$ cat config.mk
export PLATFORM = sky130hd
export DESIGN_NAME = mul_div_unit
export DESIGN_NICKNAME = d
export VERILOG_FILES = /design/src/rtl/mul_div_unit.sv
export SDC_FILE = /design/constraint.sdc
export NUM_CORES = 1
export LEC_CHECK = 0
export ABC_AREA = 1
export BUFFER_PORTS_ARGS = -buffer_cell sky130_fd_sc_hd__buf_2
export CAP_MARGIN = 30
export CORE_AREA = 5 5 166 328
export CTS_CLUSTER_DIAMETER = 40
export DETAILED_ROUTE_END_ITERATION = 16
export DIE_AREA = 0 0 171 333
export HOLD_SLACK_MARGIN = 0.02
export SYNTH_ARGS = -nofsm -noshare
export SYNTH_HDL_FRONTEND = slang
export SYNTH_SLANG_ARGS = --single-unit
$ cat constraint.sdc
create_clock -name clk_i -period 4.1 [get_ports clk_i]
set_input_delay 0.82 -clock clk_i [delete_from_list [all_inputs] [get_ports clk_i]]
set_output_delay 0.82 -clock clk_i [all_outputs]
set_load 0.01 [all_outputs]
$ cat src/rtl/mul_div_unit.sv
// Radix-2 iterative multiply/divide unit owning the MIPS HI/LO registers.
// Shift-add multiply and restoring divide on magnitudes, sign-corrected in a final cycle.
module mul_div_unit #(
  parameter int WIDTH = 32,
  parameter int CNT_W = 5
) (
  input  logic             clk_i,
  input  logic             rst_i,
  input  logic             start_i,
  input  logic [1:0]       op_i,
  input  logic [WIDTH-1:0] src1_i,
  input  logic [WIDTH-1:0] src2_i,
  input  logic             cancel_i,
  input  logic             hi_we_i,
  input  logic             lo_we_i,
  input  logic [WIDTH-1:0] wdata_i,
  output logic [WIDTH-1:0] hi_o,
  output logic [WIDTH-1:0] lo_o,
  output logic             busy_o,
  output logic             done_o
);

  typedef enum logic [1:0] {IDLE = 2'd0, CALC = 2'd1, FIX = 2'd2} state_t;

  state_t               state_r, state_nx_s;
  logic [CNT_W-1:0]     cnt_r;
  logic                 op_div_r, neg_q_r, neg_rem_r, divz_r;
  logic [WIDTH-1:0]     a_r;
  logic [2*WIDTH-1:0]   p_r;
  logic [WIDTH-1:0]     hi_r, lo_r;
  logic                 busy_r, done_r;

  logic                 start_ok_s, mt_ok_s, commit_s;
  logic                 sgn_s, neg1_s, neg2_s;
  logic [WIDTH-1:0]     abs1_s, abs2_s;
  logic [WIDTH:0]       mul_sum_s, div_trial_s, div_diff_s;
  logic                 div_ge_s;
  logic [WIDTH-1:0]     div_rem_s;
  logic [2*WIDTH-1:0]   step_s, prod_fix_s;
  logic [WIDTH-1:0]     q_s, r_s, fix_hi_s, fix_lo_s;

  localparam logic [WIDTH-1:0]   ONE_W  = {{(WIDTH-1){1'b0}}, 1'b1};
  localparam logic [2*WIDTH-1:0] ONE_2W = {{(2*WIDTH-1){1'b0}}, 1'b1};

  // Control qualifiers: cancel beats start, start beats MTHI/MTLO
  always_comb begin
    start_ok_s = (state_r == IDLE) && start_i && !cancel_i;
    mt_ok_s    = (state_r == IDLE) && !start_i;
    commit_s   = (state_r == FIX) && !cancel_i;
  end

  // Operand magnitudes for the signed variants (op_i[0]==0)
  always_comb begin
    sgn_s  = ~op_i[0];
    neg1_s = sgn_s & src1_i[WIDTH-1];
    neg2_s = sgn_s & src2_i[WIDTH-1];
    abs1_s = neg1_s ? (~src1_i + ONE_W) : src1_i;
    abs2_s = neg2_s ? (~src2_i + ONE_W) : src2_i;
  end

  // One radix-2 iteration; p_r holds {acc/rem, multiplier/dividend+quotient}
  always_comb begin
    mul_sum_s   = {1'b0, p_r[2*WIDTH-1:WIDTH]} + (p_r[0] ? {1'b0, a_r} : {(WIDTH+1){1'b0}});
    div_trial_s = p_r[2*WIDTH-1:WIDTH-1];
    div_ge_s    = (div_trial_s >= {1'b0, a_r});
    div_diff_s  = div_trial_s - {1'b0, a_r};
    div_rem_s   = div_ge_s ? div_diff_s[WIDTH-1:0] : div_trial_s[WIDTH-1:0];
    step_s      = op_div_r ? {div_rem_s, p_r[WIDTH-2:0], div_ge_s}
                           : {mul_sum_s, p_r[WIDTH-1:1]};
  end

  // Sign correction; a zero divisor forces LO to all ones, HI regains the dividend
  always_comb begin
    prod_fix_s = neg_q_r ? (~p_r + ONE_2W) : p_r;
    q_s        = p_r[WIDTH-1:0];
    r_s        = p_r[2*WIDTH-1:WIDTH];
    if (op_div_r) begin
      fix_lo_s = divz_r ? {WIDTH{1'b1}} : (neg_q_r ? (~q_s + ONE_W) : q_s);
      fix_hi_s = neg_rem_r ? (~r_s + ONE_W) : r_s;
    end else begin
      fix_lo_s = prod_fix_s[WIDTH-1:0];
      fix_hi_s = prod_fix_s[2*WIDTH-1:WIDTH];
    end
  end

  // Next-state logic
  always_comb begin
    state_nx_s = state_r;
    case (state_r)
      IDLE: begin
        if (start_ok_s) state_nx_s = CALC;
        else            state_nx_s = IDLE;
      end
      CALC: begin
        if (cancel_i)                     state_nx_s = IDLE;
        else if (cnt_r == {CNT_W{1'b1}})  state_nx_s = FIX;
        else                              state_nx_s = CALC;
      end
      FIX:     state_nx_s = IDLE;
      default: state_nx_s = IDLE;
    endcase
  end

  // State register
  always_ff @(posedge clk_i or negedge rst_i) begin
    if (!rst_i) state_r <= IDLE;
    else        state_r <= state_nx_s;
  end

  // Operand latch and iterative datapath
  always_ff @(posedge clk_i or negedge rst_i) begin
    if (!rst_i) begin
      cnt_r     <= {CNT_W{1'b0}};
      op_div_r  <= 1'b0;
      neg_q_r   <= 1'b0;
      neg_rem_r <= 1'b0;
      divz_r    <= 1'b0;
      a_r       <= {WIDTH{1'b0}};
      p_r       <= {(2*WIDTH){1'b0}};
    end else begin
      case (state_r)
        IDLE: begin
          if (start_ok_s) begin
            cnt_r     <= {CNT_W{1'b0}};
            op_div_r  <= op_i[1];
            neg_q_r   <= neg1_s ^ neg2_s;
            neg_rem_r <= neg1_s;
            divz_r    <= (src2_i == {WIDTH{1'b0}});
            a_r       <= op_i[1] ? abs2_s : abs1_s;
            p_r       <= {{WIDTH{1'b0}}, (op_i[1] ? abs1_s : abs2_s)};
          end
        end
        CALC: begin
          p_r   <= step_s;
          cnt_r <= cnt_r + {{(CNT_W-1){1'b0}}, 1'b1};
        end
        default: ;
      endcase
    end
  end

  // Architectural HI/LO: results on commit, MTHI/MTLO only when idle
  always_ff @(posedge clk_i or negedge rst_i) begin
    if (!rst_i) begin
      hi_r <= {WIDTH{1'b0}};
      lo_r <= {WIDTH{1'b0}};
    end else if (commit_s) begin
      hi_r <= fix_hi_s;
      lo_r <= fix_lo_s;
    end else if (mt_ok_s) begin
      if (hi_we_i) hi_r <= wdata_i;
      if (lo_we_i) lo_r <= wdata_i;
    end
  end

  // Registered status flags
  always_ff @(posedge clk_i or negedge rst_i) begin
    if (!rst_i) begin
      busy_r <= 1'b0;
      done_r <= 1'b0;
    end else begin
      busy_r <= (state_nx_s != IDLE);
      done_r <= commit_s;
    end
  end

  assign hi_o   = hi_r;
  assign lo_o   = lo_r;
  assign busy_o = busy_r;
  assign done_o = done_r;

endmodule

==> results_tabular.tex, run 1 <==
\begin{tabular}{lr}
\hline
Metric & Value \\
\hline
\multicolumn{2}{l}{\textbf{CTS}} \\
Number of clock buffers inserted by TritonCTS & 17 \\
TritonCTS clock tree & built \\
Buffers inserted during post-CTS setup optimization & 0 \\
Later-pin clock latency in the skew report & 0.48 ns \\
Clock Sink Count & 173 \\
Resize count post-CTS & 0 \\
CTS H-Tree Depth & 4 \\
Clock Path Buffers & 2 \\
Library cell used as clock root buffer & sky130\_fd\_sc\_hd\_\_clkbuf\_16 \\
Number of buffers inserted by hold repair at cts & 0 \\
Clock-pin slew reported for the worst setup and hold paths after clock tree synthesis & 0.08 ns \\
\multicolumn{2}{l}{\textbf{Die}} \\
Die width & 171 microns \\
Total Die Area & 56,940 sq um \\
Vertical die dimension & 333 microns \\
Placeable core region & 51,530 sq um \\
I/O pin total & 170 \\
Num rows & 118 \\
Starting density of the core & 0.3556 \\
\multicolumn{2}{l}{\textbf{Placed design}} \\
Sum of net half-perimeters after detailed placement & 75,820 microns \\
I/O Buffers & 169 \\
GPL Wtd Cong & 1.064 \\
\multicolumn{2}{l}{\textbf{Global routing}} \\
Number of antenna violations at the first check in global routing & 1 \\
Vias in the first global route & 21,670 \\
Global-route wire length before repair & 132,500 microns \\
Total grt overflow & 0 \\
Total track usage & 0.3118 \\
Maximum number of pins on one net before global-route repair & 78 \\
\multicolumn{2}{l}{\textbf{Outcome}} \\
Run status & finished clean \\
\multicolumn{2}{l}{\textbf{Timing}} \\
Part of the cycle the worst path needs & 0.9336 \\
Hold Fails Final Rpt & 0 \\
Maximum clock frequency & 0.2612 GHz \\
Count of final setup violators & 0 \\
Slew HR & 0.3937 \\
Min Clock Period, post-route & 3.828 ns \\
RSZ-0062 raised after global routing & no \\
Skew final & 0.02204 ns \\
Transition time of the tightest slew-check pin & 0.9061 ns \\
Max Slew Vio Count & 0 \\
Post-route setup TNS & 0 ns \\
\multicolumn{2}{l}{\textbf{Synthesis}} \\
Share of flip-flops with an asynchronous set or reset & 1.000 \\
Post-synth EDFFs & 0 \\
Mean cell area of the mapped netlist & 5.800 sq um \\
Dominant synthesized flop cell & sky130\_fd\_sc\_hd\_\_dfrtp\_1 \\
Sequential-to-total area share from yosys stat & 0.2363 \\
Post-synth net total & 3,335 \\
Synthesized cell area & 18,320 sq um \\
Post-synthesis register bit count & 173 \\
Number of different library cells in the post-synthesis netlist & 50 \\
Post-synthesis instance total & 3,159 \\
Total number of yosys warnings & 0 \\
\multicolumn{2}{l}{\textbf{Detailed routing}} \\
Vias per cell & 5.512 \\
Detailed-route wire length per cell & 22.97 microns \\
Router iterations before antenna repair & 8 \\
Number of DRC violations after detailed-routing iteration 0 & 1,830 \\
Remaining number of nets flagged by the antenna check after routing & 0 \\
Via count of the routed design & 21,850 \\
Total routed wirelength & 91,070 microns \\
Remaining routing DRC violations & 0 \\
\multicolumn{2}{l}{\textbf{Setup path}} \\
Delay-heaviest family, CP & simple AND/OR/NAND/NOR gates \\
Count of buffer and inverter cells on the critical path & 4 \\
Max FO, Critical Path & 26 \\
Cells along the critical path & buf\_4 -> nand2\_1 -> inv\_1 -> ha\_1 -> nand2\_1 -> nor2\_1 -> inv\_1 -> nor2\_1 -> nand4\_1 -> nand3\_1 -> nand2\_1 -> nand3\_1 -> nand2\_1 -> inv\_1 -> nand3\_1 -> nand2\_1 \\
Kind of end point of the critical path & flip-flop \\
Worst R2R Start & p\_r[0]\$\_DFFE\_PN0P\_ \\
Source of the critical timing path & p\_r[0]\$\_DFFE\_PN0P\_ \\
Critical Path Most Common Cell & sky130\_fd\_sc\_hd\_\_nand2\_1 \\
Arrival time of the worst setup path & 4.24 ns \\
Required time at the endpoint of the critical path & 4.51 ns \\
Worst path max stage delay & 0.61 ns \\
Cell type of the slowest stage on the worst timing path & sky130\_fd\_sc\_hd\_\_dfrtp\_1 \\
Setup CP Type & reg -> reg \\
CP Launch Type & flip-flop \\
\multicolumn{2}{l}{\textbf{Pwr}} \\
Max rail drop VDD & 0.3815 mV \\
P\_leak & 10.85 nW \\
Power after layout & 12.90 mW \\
Power per cell area & 627.5 nW/um\^{}2 \\
\multicolumn{2}{l}{\textbf{Layout}} \\
Highest-count cells in the layout ignoring fill and taps & 999 x sky130\_fd\_sc\_hd\_\_nand2\_1, 447 x sky130\_fd\_sc\_hd\_\_inv\_1, 374 x sky130\_fd\_sc\_hd\_\_nand3\_1, 290 x sky130\_fd\_sc\_hd\_\_nor2\_1, 192 x sky130\_fd\_sc\_hd\_\_o21ai\_0 \\
Area growth syn-to-layout & 12.19\% \\
Final core utilization & 0.3989 \\
Leading cell type in the layout, fill and taps excluded & sky130\_fd\_sc\_hd\_\_nand2\_1 \\
Fraction of final layout cells sized beyond drive strength 1 & 0.08904 \\
Final layout net count & 3,465 \\
\multicolumn{2}{l}{\textbf{Worst hold path}} \\
Class of the worst hold path & in -> async \\
\multicolumn{2}{l}{\textbf{Flow run}} \\
Count of max-cap constraint violations & 0 \\
\hline
\end{tabular}
==> state kept, by name, summed over array words and instances (netlist names) <==
signal,cells
p_r,64
a_r,32
hi_o,32
lo_o,32
cnt_r,5
state_r,2
busy_o,1
divz_r,1
done_o,1
neg_q_r,1
neg_rem_r,1
op_div_r,1
==> per-stage QoR <==
step / cell area [sq um] / hold slack (ns) / cells / worst slack [ns]
finish: 20550 / 0.3739 / 3964 / 0.2721
floorplan: 18320 / 0.4467 / 3159 / 1.635
CTS: 20540 / 0.3974 / 3961 / 0.4703
detailed placement: 19950 / 0.4714 / 3929 / 0.5015
global placement: 19920 / 0.4741 / 3928 / 0.4521
global route: 20550 / 0.4298 / 3962 / 0.3039
==> Yosys cell counts (all sizes together) (3+ instances only) <==
library cell	instances	share of area
nand2	1008	0.21
inv	454	0.093
nand3	378	0.10
nor2	305	0.066
o21ai	202	0.056
dfrtp	173	0.24
a21oi	162	0.044
ha	70	0.048
clkbuf	63	0.013
o211ai	57	0.023
nand4	45	0.015
buf	42	0.012
xor2	41	0.020
nor3	38	0.010
o21bai	18	0.0074
o221ai	14	0.0067
nand3b	13	0.0053
or2	12	0.0041
xnor2	12	0.0057
a31oi	11	0.0038
and2	10	0.0034
a22oi	6	0.0025
o21a	5	0.0020
a21o	3	0.0012
nor4	3	0.0010
==> cell families (layout without fill, tap and decap cells) <==
kind of cell | Yosys count | after routing | share of synthesized area
xor gates and xnor gates | 53 | 53 | 0.02534
buffers and inverters | 561 | 704 | 0.1188
AOI/OAI and AO/OA | 486 | 486 | 0.1503
and+or+nand+nor | 1814 | 1814 | 0.4193
other | 0 | 2 | 0
DFF | 173 | 173 | 0.2363
adders and majority gates | 72 | 72 | 0.04999
==> layout make-up <==
| class | count | area (sq um) |
|---|---|---|
| Clock buffer | 19 | 442.9 |
| Inverter | 456 | 1712 |
| Multi-Input combinational cell | 2425 | 11830 |
| Fill cell | 5833 | 30970 |
| Timing Repair Buffer | 216 | 1262 |
| Antenna cell | 2 | 5.005 |
| Sequential cell | 173 | 4330 |
| Clock inverter | 13 | 147.6 |
| Tap cell | 660 | 825.8 |
==> layer usage <==
metal,share of wire,track usage,vias to the layer above
li1,-,-,10500
met1,0.33,0.3012,10040
met2,0.51,0.5624,923
met3,0.046,0.03589,383
met4,0.12,0.2850,0
met5,0,0,-
==> final timing paths <==
kind,slack (ns),cells past startpoint,end
hold reg to reg,0.49,2,lo_o[1]$_DFFE_PN0P_
hold / removal,0.37,1,state_r[0]$_DFF_PN0_
setup reg to reg,0.27,16,p_r[50]$_DFFE_PN0P_
max in group asynchronous,2.70,2,p_r[41]$_DFFE_PN0P_
min in group clk_i,0.49,2,lo_o[1]$_DFFE_PN0P_
setup / recovery,0.27,16,p_r[50]$_DFFE_PN0P_
==> power breakdown <==
part	total (mW)	internal [mW]	switching [mW]
Combinational	8.30	2.52	5.78
Sequential	2.89	2.15	0.745
Clock	1.70	0.832	0.872
(Power assumes the default switching activity.)
==> run 2: changes to the inputs <==
--- a/config.mk
+++ b/config.mk
@@ -8,11 +8,14 @@
 export ABC_AREA = 1
 export BUFFER_PORTS_ARGS = -buffer_cell sky130_fd_sc_hd__buf_2
 export CAP_MARGIN = 30
+export CELL_PAD_IN_SITES_DETAIL_PLACEMENT = 1
+export CELL_PAD_IN_SITES_GLOBAL_PLACEMENT = 1
 export CORE_AREA = 5 5 166 328
 export CTS_CLUSTER_DIAMETER = 40
 export DETAILED_ROUTE_END_ITERATION = 16
 export DIE_AREA = 0 0 171 333
 export HOLD_SLACK_MARGIN = 0.02
+export PLACE_DENSITY_LB_ADDON = 0.1
 export SYNTH_ARGS = -nofsm -noshare
 export SYNTH_HDL_FRONTEND = slang
 export SYNTH_SLANG_ARGS = --single-unit
==> run 2 against run 1 <==
Compared with the run above:
- final area grew 0.21%
- highest routed layer unchanged
- critical path depth decreased by 4
- clock power grew 7%
- largest power group unchanged
- die area unchanged
- sequential power fell by 2%
- worst hold slack got worse by 0.065 ns
==> results_tabular.tex, run 2 (synthesized netlist as in run 1, its figures left out) <==
\begin{tabular}{lr}
\hline
Metric & Value \\
\hline
\multicolumn{2}{l}{\textbf{Setup path}} \\
Arrival time of the worst setup path & 3.89 ns \\
Required time at the endpoint of the critical path & 4.47 ns \\
CP Launch Type & flip-flop \\
Count of buffer and inverter cells on the critical path & 2 \\
Cell type of the slowest stage on the worst timing path & sky130\_fd\_sc\_hd\_\_dfrtp\_1 \\
Kind of end point of the critical path & flip-flop \\
Delay-heaviest family, CP & simple AND/OR/NAND/NOR gates \\
Critical Path Most Common Cell & sky130\_fd\_sc\_hd\_\_nand2\_1 \\
Worst path max stage delay & 0.83 ns \\
Setup CP Type & reg -> reg \\
Cells along the critical path & buf\_4 -> nand2\_1 -> inv\_1 -> ha\_1 -> nand2\_1 -> nor2\_1 -> and2\_1 -> nand4\_1 -> nand4\_1 -> nand3\_1 -> nand3\_1 -> nand2\_1 \\
Max FO, Critical Path & 19 \\
\multicolumn{2}{l}{\textbf{Detailed routing}} \\
Detail Route met2 WL & 51,610 microns \\
Remaining number of nets flagged by the antenna check after routing & 0 \\
Vias per cell & 5.566 \\
Number of DRC violations after detailed-routing iteration 0 & 1,357 \\
Wire length on met3 & 3119 microns \\
Met1 wire length & 34,110 microns \\
Via count of the routed design & 22,090 \\
Total routed wirelength & 99,180 microns \\
Remaining routing DRC violations & 0 \\
Detailed-route wire length per cell & 25.00 microns \\
Router iterations before antenna repair & 5 \\
Uppermost layer routed & met4 \\
\multicolumn{2}{l}{\textbf{Timing}} \\
Min Clock Period, post-route & 3.523 ns \\
Part of the cycle the worst path needs & 0.8593 \\
Hold Fails Final Rpt & 0 \\
Max Slew Vio Count & 0 \\
Least setup slack across all paths after layout & 0.5768 ns \\
Transition time of the tightest slew-check pin & 0.9674 ns \\
Slew HR & 0.3483 \\
Count of final setup violators & 0 \\
Maximum clock frequency & 0.2838 GHz \\
Skew final & 0.01667 ns \\
RSZ-0062 raised after global routing & no \\
Post-route setup TNS & 0 ns \\
\multicolumn{2}{l}{\textbf{Global routing}} \\
Global-route wire length before repair & 143,400 microns \\
Total track usage & 0.3394 \\
Maximum number of pins on one net before global-route repair & 83 \\
Number of antenna violations at the first check in global routing & 0 \\
Vias in the first global route & 23,140 \\
Total grt overflow & 0 \\
\multicolumn{2}{l}{\textbf{Flow run}} \\
Count of max-cap constraint violations & 0 \\
\multicolumn{2}{l}{\textbf{Layout}} \\
Fraction of final layout cells sized beyond drive strength 1 & 0.09099 \\
Flip-flop count of the largest register after layout & 64 \\
Sequential Area & 4330 sq um \\
Post-route non-filler standard cell count & 3,968 \\
Count of filler cells inserted in the layout & 7,157 \\
Number of diodes added for antenna fixing & 0 \\
Leading cell type in the layout, fill and taps excluded & sky130\_fd\_sc\_hd\_\_nand2\_1 \\
Most flops, register & p\_r \\
Final layout net count & 3,471 \\
Highest-count cells in the layout ignoring fill and taps & 999 x sky130\_fd\_sc\_hd\_\_nand2\_1, 447 x sky130\_fd\_sc\_hd\_\_inv\_1, 374 x sky130\_fd\_sc\_hd\_\_nand3\_1, 290 x sky130\_fd\_sc\_hd\_\_nor2\_1, 192 x sky130\_fd\_sc\_hd\_\_o21ai\_0 \\
Area growth syn-to-layout & 12.43\% \\
Footprint of the multi-input gates & 11,830 sq um \\
\multicolumn{2}{l}{\textbf{CTS}} \\
Library cell used as clock root buffer & sky130\_fd\_sc\_hd\_\_clkbuf\_16 \\
Buffers inserted during post-CTS setup optimization & 0 \\
Later-pin clock latency in the skew report & 0.48 ns \\
Resize count post-CTS & 0 \\
Clock-pin slew reported for the worst setup and hold paths after clock tree synthesis & 0.09 ns \\
Number of clock buffers inserted by TritonCTS & 17 \\
CTS H-Tree Depth & 4 \\
Number of buffers inserted by hold repair at cts & 0 \\
TritonCTS clock tree & built \\
Clock Path Buffers & 2 \\
Clock Sink Count & 173 \\
\multicolumn{2}{l}{\textbf{Die}} \\
Num rows & 118 \\
I/O pin total & 170 \\
Total Die Area & 56,940 sq um \\
Placeable core region & 51,530 sq um \\
Vertical die dimension & 333 microns \\
Die width & 171 microns \\
Starting density of the core & 0.3556 \\
\multicolumn{2}{l}{\textbf{Pwr}} \\
Power per cell area & 636.1 nW/um\^{}2 \\
Portion of total power attributed to combinational logic & 0.644 \\
Portion of total power attributed to the clock network & 0.139 \\
Power after layout & 13.10 mW \\
Fraction of power spent switching nets & 0.5796 \\
Pint & 5.508 mW \\
P\_leak & 10.88 nW \\
Sequential cell fraction of total power & 0.217 \\
Max rail drop VDD & 0.3289 mV \\
NetSw & 7.595 mW \\
\multicolumn{2}{l}{\textbf{Placed design}} \\
I/O Buffers & 169 \\
Placed instance count & 3,936 \\
Sum of net half-perimeters after detailed placement & 83,730 microns \\
GPL Wtd Cong & 1.083 \\
Post-Place Setup Slack & 0.5877 ns \\
\multicolumn{2}{l}{\textbf{Outcome}} \\
Run status & finished clean \\
\multicolumn{2}{l}{\textbf{Worst hold path}} \\
Class of the worst hold path & in -> async \\
\hline
\end{tabular}
[run 2: changes by cell type in the layout (fill, tap and decap cells not counted), moves of 2 or more]
cell	before	now
sky130_fd_sc_hd__clkinv_8	4	7
sky130_fd_sc_hd__buf_12	3	1
sky130_fd_sc_hd__inv_12	0	3
sky130_fd_sc_hd__diode_2	2	0
sky130_fd_sc_hd__buf_4	42	52
sky130_fd_sc_hd__inv_6	4	1
[run 2: final cells by class]
| type | count | area share |
|---|---|---|
| multi-input combinational | 2425 | 0.5743 |
| sequential | 173 | 0.2102 |
| inverter | 456 | 0.08310 |
| timing repair buffer | 222 | 0.06141 |
| tap | 660 | 0.04009 |
| clock buffer | 17 | 0.02065 |
| clock inverter | 15 | 0.01027 |
[run 2: worst register-to-register path, cell delays in order, from the launching register on]
cell                      delay (ns)
sky130_fd_sc_hd__dfrtp_1        0.83
sky130_fd_sc_hd__buf_4          0.35
sky130_fd_sc_hd__nand2_1        0.19
sky130_fd_sc_hd__inv_1          0.13
sky130_fd_sc_hd__ha_1           0.25
sky130_fd_sc_hd__nand2_1        0.18
sky130_fd_sc_hd__nor2_1         0.46
sky130_fd_sc_hd__and2_1         0.27
sky130_fd_sc_hd__nand4_1        0.26
sky130_fd_sc_hd__nand4_1        0.19
sky130_fd_sc_hd__nand3_1        0.10
sky130_fd_sc_hd__nand3_1        0.14
sky130_fd_sc_hd__nand2_1        0.06
[run 2: final timing paths]
path | start | cells after the start | slack, ns | to
min in group clk_i | hi_o[8]$_DFFE_PN0P_ | 2 | 0.50 | hi_o[8]$_DFFE_PN0P_
max | p_r[0]$_DFFE_PN0P_ | 12 | 0.58 | p_r[49]$_DFFE_PN0P_
max in group asynchronous | rst_i | 2 | 2.80 | p_r[48]$_DFFE_PN0P_
min reg2reg | hi_o[8]$_DFFE_PN0P_ | 2 | 0.50 | hi_o[8]$_DFFE_PN0P_
max reg2reg | p_r[0]$_DFFE_PN0P_ | 12 | 0.58 | p_r[49]$_DFFE_PN0P_
min | rst_i | 1 | 0.31 | hi_o[23]$_DFFE_PN0P_
[run 2: per-stage QoR]
step / util / instance area [sq um] / hold slack [ns]
finish: 0.3998 / 20600 / 0.3094
global route: 0.3998 / 20600 / 0.3924
CTS: 0.3998 / 20600 / 0.3900
detailed placement: 0.3874 / 19960 / 0.4812
global placement: 0.3874 / 19960 / 0.4773
floorplan: - / 18320 / 0.4467
[run 2: metal layers]
| layer | GRT usage | vias up |
|---|---|---|
| li1 | - | 10490 |
| met1 | 0.3398 | 10640 |
| met2 | 0.6203 | 667 |
| met3 | 0.02484 | 289 |
| met4 | 0.2861 | 0 |
| met5 | 0 | - |
[run 2: power groups by stage]
stage	Combinational, mW	Clock [mW]	Sequential, mW
floorplan	5.34	0	2.64
global placement	8.17	0	2.83
detailed placement	8.32	0	2.85
CTS	8.36	1.85	2.82
global route	9.24	1.90	2.89
finish	8.43	1.82	2.84
==> run 3: changes to the inputs <==
==> constraint.sdc (replaced) <==
create_clock -name clk_i -period 4.5 [get_ports clk_i]
set_input_delay 0.9 -clock clk_i [delete_from_list [all_inputs] [get_ports clk_i]]
set_output_delay 0.9 -clock clk_i [all_outputs]
set_load 0.01 [all_outputs]
==> run 3 against run 2 <==
Compared with the run above:
- clock skew rose by 0.0050 ns
- non-clock buffer count fell by 17
- highest routed layer unchanged
- final area fell by 0.61%
==> results_tabular.tex, run 3 (synthesized netlist as in run 1, its figures left out) <==
\begin{tabular}{lr}
\hline
Metric & Value \\
\hline
\multicolumn{2}{l}{\textbf{Timing}} \\
Hold Slack & 0.4087 ns \\
Min Clock Period, post-route & 3.524 ns \\
Skew final & 0.02164 ns \\
Hold Fails Final Rpt & 0 \\
Maximum clock frequency & 0.2838 GHz \\
Post-route setup TNS & 0 ns \\
Max Slew Vio Count & 0 \\
RSZ-0062 raised after global routing & no \\
Count of final setup violators & 0 \\
Transition time of the tightest slew-check pin & 0.9445 ns \\
Slew HR & 0.3704 \\
Part of the cycle the worst path needs & 0.7831 \\
\multicolumn{2}{l}{\textbf{CTS}} \\
Clock Sink Count & 173 \\
Buffers inserted during post-CTS setup optimization & 0 \\
Number of clock buffers inserted by TritonCTS & 17 \\
Number of buffers inserted by hold repair at cts & 0 \\
Library cell used as clock root buffer & sky130\_fd\_sc\_hd\_\_clkbuf\_16 \\
Clock-pin slew reported for the worst setup and hold paths after clock tree synthesis & 0.09 ns \\
Clock Path Buffers & 2 \\
Resize count post-CTS & 0 \\
Later-pin clock latency in the skew report & 0.48 ns \\
TritonCTS clock tree & built \\
CTS H-Tree Depth & 4 \\
\multicolumn{2}{l}{\textbf{Die}} \\
Total Die Area & 56,940 sq um \\
Starting density of the core & 0.3556 \\
I/O pin total & 170 \\
Placeable core region & 51,530 sq um \\
Num rows & 118 \\
Vertical die dimension & 333 microns \\
Die width & 171 microns \\
\multicolumn{2}{l}{\textbf{Setup path}} \\
Max FO, Critical Path & 22 \\
Arrival time of the worst setup path & 3.89 ns \\
Required time at the endpoint of the critical path & 4.86 ns \\
Kind of end point of the critical path & flip-flop \\
CP Launch Type & flip-flop \\
Setup CP Type & reg -> reg \\
\multicolumn{2}{l}{\textbf{Layout}} \\
Area growth syn-to-layout & 11.75\% \\
Post-route cell area & 20,470 sq um \\
Fraction of final layout cells sized beyond drive strength 1 & 0.08630 \\
Flip-flop count of the largest register after layout & 64 \\
Leading cell type in the layout, fill and taps excluded & sky130\_fd\_sc\_hd\_\_nand2\_1 \\
Final layout net count & 3,454 \\
Post-route non-filler standard cell count & 3,951 \\
Number of diodes added for antenna fixing & 0 \\
Highest-count cells in the layout ignoring fill and taps & 999 x sky130\_fd\_sc\_hd\_\_nand2\_1, 447 x sky130\_fd\_sc\_hd\_\_inv\_1, 374 x sky130\_fd\_sc\_hd\_\_nand3\_1, 290 x sky130\_fd\_sc\_hd\_\_nor2\_1, 192 x sky130\_fd\_sc\_hd\_\_o21ai\_0 \\
Most flops, register & p\_r \\
\multicolumn{2}{l}{\textbf{Global routing}} \\
Number of antenna violations at the first check in global routing & 1 \\
Global-route wire length before repair & 141,400 microns \\
Vias in the first global route & 23,160 \\
Maximum number of pins on one net before global-route repair & 75 \\
Total grt overflow & 0 \\
Total track usage & 0.3316 \\
\multicolumn{2}{l}{\textbf{Detailed routing}} \\
Remaining routing DRC violations & 0 \\
Detailed-route wire length per cell & 24.53 microns \\
Remaining number of nets flagged by the antenna check after routing & 0 \\
Vias per cell & 5.560 \\
Number of DRC violations after detailed-routing iteration 0 & 1,282 \\
Total routed wirelength & 96,940 microns \\
Router iterations before antenna repair & 7 \\
Via count of the routed design & 21,970 \\
\multicolumn{2}{l}{\textbf{Placed design}} \\
GPL Wtd Cong & 1.005 \\
Cell Area, Placed & 19,810 sq um \\
I/O Buffers & 169 \\
Placed instance count & 3,917 \\
Sum of net half-perimeters after detailed placement & 81,440 microns \\
\multicolumn{2}{l}{\textbf{Pwr}} \\
P\_leak & 10.80 nW \\
Power per cell area & 576.6 nW/um\^{}2 \\
Max rail drop VDD & 0.3359 mV \\
\multicolumn{2}{l}{\textbf{Outcome}} \\
Run status & finished clean \\
\multicolumn{2}{l}{\textbf{Flow run}} \\
Count of max-cap constraint violations & 0 \\
\multicolumn{2}{l}{\textbf{Worst hold path}} \\
Class of the worst hold path & in -> async \\
\hline
\end{tabular}
-- run 3: cell type report --
type	instances	area, sq um
clock inverter	15	214.0
tap	660	825.8
inverter	456	1712
clock buffer	17	425.4
sequential	173	4330
fill	7186	31050
multi-input combinational	2425	11830
timing repair buffer	205	1137
-- run 3: critical path: stages (launching register included) --
cell and delay (ns):
sky130_fd_sc_hd__dfrtp_1 0.90, sky130_fd_sc_hd__nand2_1 0.10, sky130_fd_sc_hd__inv_1 0.09, sky130_fd_sc_hd__ha_1 0.28
sky130_fd_sc_hd__inv_1 0.08, sky130_fd_sc_hd__fa_1 0.41, sky130_fd_sc_hd__o21ai_1 0.35, sky130_fd_sc_hd__nand3_1 0.12
sky130_fd_sc_hd__nand2_1 0.24, sky130_fd_sc_hd__nand2_1 0.12, sky130_fd_sc_hd__nand2_1 0.18, sky130_fd_sc_hd__nand2_1 0.12
sky130_fd_sc_hd__nand3_1 0.11, sky130_fd_sc_hd__nand3_1 0.12, sky130_fd_sc_hd__nand3_1 0.12, sky130_fd_sc_hd__nand2_1 0.05
-- run 3: final timing paths --
| kind | end | startpoint | depth (start not counted) | slack (ns) |
|---|---|---|---|---|
| setup / recovery | p_r[57]$_DFFE_PN0P_ | p_r[0]$_DFFE_PN0P_ | 15 | 0.98 |
| hold reg to reg | hi_o[8]$_DFFE_PN0P_ | hi_o[8]$_DFFE_PN0P_ | 2 | 0.50 |
| hold / removal | hi_o[26]$_DFFE_PN0P_ | rst_i | 1 | 0.41 |
| max in group asynchronous | op_div_r$_DFFE_PN0P_ | rst_i | 2 | 3.06 |
| setup reg to reg | p_r[57]$_DFFE_PN0P_ | p_r[0]$_DFFE_PN0P_ | 15 | 0.98 |
| min in group clk_i | hi_o[8]$_DFFE_PN0P_ | hi_o[8]$_DFFE_PN0P_ | 2 | 0.50 |
-- run 3: layer usage --
layer | part of all wire | wire [microns] | global-route usage | vias to the layer above
met2 | 0.52 | 50810 | 0.6136 | 566
li1 | - | - | - | 10460
met3 | 0.031 | 2978 | 0.02924 | 265
met1 | 0.35 | 33800 | 0.3319 | 10680
met4 | 0.096 | 9351 | 0.2580 | 0
met5 | 0 | 0 | 0 | -
-- run 3: report_power, final --
part           internal, mW  switching, mW
registers              1.95          0.751
clock network         0.772          0.874
logic                  2.23           5.22
-- run 3: metrics by stage --
step / setup slack [ns] / power (mW) / utilization
4_1_cts: 1.018 / 11.74 / 0.3968
3_3_place_gp: 1.197 / 9.898 / 0.3844
2_1_floorplan: 2.035 / 7.270 / -
6_report: 0.9760 / 11.81 / 0.3973
5_1_grt: 0.8303 / 12.68 / 0.3973
3_5_place_dp: 1.035 / 10.08 / 0.3844
